<file path="config.mk">
export PLATFORM = sky130hd
export DESIGN_NAME = ssd4_scan_driver_flat
export DESIGN_NICKNAME = d
export VERILOG_FILES = /design/src/rtl/ssd4_scan_driver_if.sv /design/src/rtl/ssd4_scan_driver.sv /design/src/flat_wrapper.sv
export SDC_FILE = /design/constraint.sdc
export NUM_CORES = 1
export LEC_CHECK = 0
export CAP_MARGIN = 20
export CORE_MARGIN = 3
export CORE_UTILIZATION = 52
export DETAILED_ROUTE_END_ITERATION = 8
export GPL_TIMING_DRIVEN = 1
export PLACE_DENSITY_LB_ADDON = 0.3
export SETUP_SLACK_MARGIN = 0.4
export SYNTH_ARGS = -nofsm -noshare
export SYNTH_HDL_FRONTEND = slang
export SYNTH_SLANG_ARGS = --single-unit
</file>
<file path="constraint.sdc">
create_clock -name clk -period 3 [get_ports clk]
set_input_delay 0.45 -clock clk [delete_from_list [all_inputs] [get_ports clk]]
set_output_delay 0.45 -clock clk [all_outputs]
set_load 0.05 [all_outputs]
</file>
<file path="src/rtl/ssd4_scan_driver_if.sv">
// Digit data in, multiplexed segment/select drive out, for the 4-digit scan driver.
interface ssd4_scan_driver_if;
    logic [19:0] fields;
    logic [7:0]  seg;
    logic [3:0]  sel;

    modport master (output fields, input seg, input sel);
    modport slave  (input fields, output seg, output sel);
endinterface

</file>
<file path="src/rtl/ssd4_scan_driver.sv">
// Time-multiplexed driver for a 4-digit common-anode 7-segment display with decimal points.
module ssd4_scan_driver #(
    parameter int unsigned COUNT_TO = 10000
) (
    input logic               clk,
    input logic               rst_n,
    ssd4_scan_driver_if.slave bus
);
    localparam logic [31:0] LAST = 32'(COUNT_TO - 32'd1);

    logic [31:0] cnt;
    logic [1:0]  idx;
    logic        tick;
    logic [4:0]  field;

    assign tick = (cnt == LAST);

    always_comb begin
        field = bus.fields[4:0];
        unique case (idx)
            2'd0: field = bus.fields[4:0];
            2'd1: field = bus.fields[9:5];
            2'd2: field = bus.fields[14:10];
            2'd3: field = bus.fields[19:15];
        endcase
    end

    // Active-low g..a.
    function automatic logic [6:0] decode(input logic [3:0] hex);
        logic [6:0] s;
        unique case (hex)
            4'h0: s = 7'h40;
            4'h1: s = 7'h79;
            4'h2: s = 7'h24;
            4'h3: s = 7'h30;
            4'h4: s = 7'h19;
            4'h5: s = 7'h12;
            4'h6: s = 7'h02;
            4'h7: s = 7'h78;
            4'h8: s = 7'h00;
            4'h9: s = 7'h10;
            4'hA: s = 7'h08;
            4'hB: s = 7'h03;
            4'hC: s = 7'h46;
            4'hD: s = 7'h21;
            4'hE: s = 7'h06;
            4'hF: s = 7'h0E;
        endcase
        return s;
    endfunction

    // Outputs load only on the scan tick, so input activity between ticks is invisible.
    always_ff @(posedge clk or negedge rst_n) begin
        if (!rst_n) begin
            cnt     <= 32'd0;
            idx     <= 2'd0;
            bus.sel <= 4'hF;
            bus.seg <= 8'hFF;
        end else if (tick) begin
            cnt     <= 32'd0;
            idx     <= idx + 2'd1;
            bus.sel <= ~(4'b0001 << idx);
            bus.seg <= {field[4], decode(field[3:0])};
        end else begin
            cnt <= cnt + 32'd1;
        end
    end
endmodule

</file>
<file path="src/flat_wrapper.sv">
// flat-port wrapper written by rule: the top's interface ports become plain ports
module ssd4_scan_driver_flat 
#(
    parameter int unsigned COUNT_TO = 10000
)
  (clk, rst_n, bus_fields, bus_seg, bus_sel);
  ssd4_scan_driver_if bus_i ();
  input logic clk;
  input logic rst_n;
  input wire logic [$bits(bus_i.fields)-1:0] bus_fields;
  output wire logic [$bits(bus_i.seg)-1:0] bus_seg;
  output wire logic [$bits(bus_i.sel)-1:0] bus_sel;
  assign bus_i.fields = bus_fields;
  assign bus_seg = bus_i.seg;
  assign bus_sel = bus_i.sel;
  ssd4_scan_driver #(.COUNT_TO(COUNT_TO)) u_core (.clk(clk), .rst_n(rst_n), .bus(bus_i));
endmodule
</file>
==> impl_metrics.py <==
metrics = {
    "flow_run": {
        "max_cap_viols": 0,
    },
    "drt": {
        "via_count": 1826,
        "drt_first_pass_iters": 6,
        "avgRoutedWirePerCell_um": 15.1,
        "detail_route.iter0.violations": 120,
        "detail_route.vias_per_cell": 5.69,
        "drcViolationCount": 0,
        "drt_wl_total_mm": 4.85,
        "antenna_violating_nets_post_route": 0,
    },
    "floorplanning": {
        "start_util": 0.552,
        "placement_rows": 24,
        "fp.coreArea_um2": 4440,
        "count_of_pins_on_the_block_boundary": 34,
        "die_x_um": 74.7,
        "die_y_um": 74.7,
        "dieArea_um2": 5580,
    },
    "place": {
        "placedInstanceArea_um2": 2800,
        "count_of_buffers_from_port_buffering": 33,
        "gp_congestion": 0.830,
        "detailed_placement_wirelength_estimate_mm": 3.49,
    },
    "logic_synthesis": {
        "ys_seq_area_frac": 0.476,
        "synth.avg_cell_area_um2": 10.5,
        "post_synth_instance_area_um2": 2450,
        "register_bit_total_from_synthesis": 46,
        "async_set_or_reset_flop_fraction_in_the_synthesized_netlist": 1.00,
        "synth_enable_flop_cells": 0,
        "synthFlopType": "dfrtp_1",
        "syn_nets": 268,
        "synth_cells": 234,
        "synth.top_cells.by_area": "dfrtp_1, dfstp_2, xnor2_1, ha_1, xor2_1",
        "synth_largest_type_area_fraction": 0.347,
        "netlist_top_cells_count": "dfrtp_1, nor2_1, xnor2_1",
        "yosys.cell_count.top_type": "dfrtp_1",
        "synth.yosys.warnings": 0,
        "netlist.top_cell.by_area": "dfrtp_1",
        "netlist-cell-type-count": 41,
    },
    "layout": {
        "syn_to_final_growth_pct": 18.7,
        "fraction_of_layout_instances_using_a_drive_strength_above_1": 0.134,
        "layout_cell_area_excl_fill_um2": 2910,
        "final_nets": 302,
        "n_antenna_cell": 0,
    },
    "global_route": {
        "grt_antenna_before_repair": 0,
        "grt-ovfl-total": 0,
        "grt_usage": 0.196,
        "number_of_global_route_vias_before_repair": 1804,
        "first_pass_grt_wire_length_mm": 8.25,
        "pin_count_of_the_biggest_net_entering_global_routing": 47,
    },
    "pwr": {
        "power_density_nw_per_um2": 365,
        "power_leakage_nw": 1.30,
        "vdd_ir_drop_max_mv": 0.290,
    },
    "clock_network": {
        "sinks_on_the_clock_net": 46,
        "tritoncts_clock_tree": "yes",
        "ctsRootBufferMaster": "clkbuf_8",
        "worst_skew_pair.late_latency_ns": 0.30,
        "cts.clk_slew.worst_paths_ns": 0.08,
        "cts_buffer_depth": 2,
        "cts-buffers-inserted": 5,
        "ctsHtreeMaxLevel": 2,
        "cts.repair_timing.setup_buffer_count": 0,
        "cts.repair.resized": 0,
        "post_cts_hold_buffer_count": 0,
    },
    "setup_path": {
        "critPathMaxFanout": 9,
        "critical_path_class": "reg -> reg",
        "path_buf_inv": 2,
        "max_stage_delay_ns": 0.44,
        "timing.critical_path.from_type": "flip-flop",
        "cpLargestDelayFamily": "adder cells",
        "slowest_stage": "mux2i_2",
        "path_cells": "inv_1 -> ha_1 -> mux2i_2 -> inv_1 -> ha_1 -> mux2i_1 -> a221oi_2 -> a21o_1",
        "worstPathRequired_ns": 3.24,
        "setup.worst_path.end_class": "flip-flop",
        "cp.arrival_ns": 2.60,
    },
    "worst_hold_path": {
        "hold_class": "in -> async",
    },
    "sta": {
        "timing.clock.skew_ns": 0.00924,
        "setup-tns-final_ns": 0,
        "timing_worst_slew_pin_value_ns": 0.747,
        "finalHoldViolations": 0,
        "ratio_of_final_minimum_period_to_clock_period": 0.786,
        "report.final.slew_viol_count": 0,
        "grt_setup_unrepaired": "no",
        "max_freq_mhz": 424,
        "maxSlewHeadroom": 0.488,
        "period_minus_slack_ns": 2.36,
        "final-setup-viol-count": 0,
    },
    "run_status": {
        "status": "completed",
    },
}
-- power by group --
part	leakage [nW]	switching [W]	internal, W
Clock	0.0452	0.000208	0.000164
Combinational	0.667	0.0000340	0.0000370
Sequential	0.585	0	0.000620
-- per-stage QoR --
step	hold WS [ns]	total power, W	util	cells	worst slack, ns
floorplan	0.154	0.000656	-	234	0.770
global placement	0.453	0.000698	0.630	312	0.637
detailed placement	0.459	0.000699	0.630	312	0.569
CTS	0.344	0.00107	0.649	320	0.511
global route	0.132	0.00111	0.655	321	0.402
finish	0.141	0.00106	0.655	321	0.643
-- layer usage --
metal,vias up,routed length [um],track usage
met5,-,0,0
met4,0,72,0.0810
met3,6,181,0.0561
met2,36,2340,0.309
met1,895,2260,0.255
li1,889,-,-
-- cells by family after synthesis --
logic type,after synthesis,share of synthesized area
compound gates,30,0.0821
xor+xnor,31,0.111
fa+ha+maj,12,0.0612
buf+inv,16,0.0327
flops,46,0.476
mux,9,0.0393
simple gates,90,0.198
-- cells in the final DEF, fill, tap and decap left out, types with 6 or more instances in the layout --
cell,n
xnor2_1,20
and3_1,8
xor2_1,11
nand2_1,19
nor2_1,22
ha_1,12
dfstp_2,12
nand4_1,8
a21oi_1,6
inv_1,8
dfrtp_1,34
nand3_1,13
clkdlybuf4s50_1,32
-- final timing paths --
| check | start | end | slack (ns) | depth (start not counted) |
|---|---|---|---|---|
| setup / recovery | u_core.idx[0] | u_core.bus.seg[0] | 0.64 | 8 |
| hold / removal | rst_n | u_core.bus.seg[6] | 0.14 | 1 |
| setup reg to reg | u_core.idx[0] | u_core.bus.seg[0] | 0.64 | 8 |
| hold reg to reg | u_core.bus.sel[3] | u_core.bus.sel[3] | 0.46 | 2 |
| max in group asynchronous | rst_n | u_core.bus.sel[1] | 2.55 | 2 |
| min in group clk | u_core.bus.sel[3] | u_core.bus.sel[3] | 0.46 | 2 |
-- final cells by class --
cell class              instances  area, um^2
well taps                      52        65.1
inverters                       8        30.0
clock inverters                 2        13.8
flip-flops and latches         46        1170
fillers                       376        1530
repair buffers                 35         353
clock buffers                   6        72.6
multi-input cells             172        1210
-- flip-flops by register name, summed over array words and instances, names as in the netlist --
name	cells
u_core.cnt	32
u_core.bus.seg	8
u_core.bus.sel	4
u_core.idx	2
Note: power is estimated with default switching activity, not from simulation.
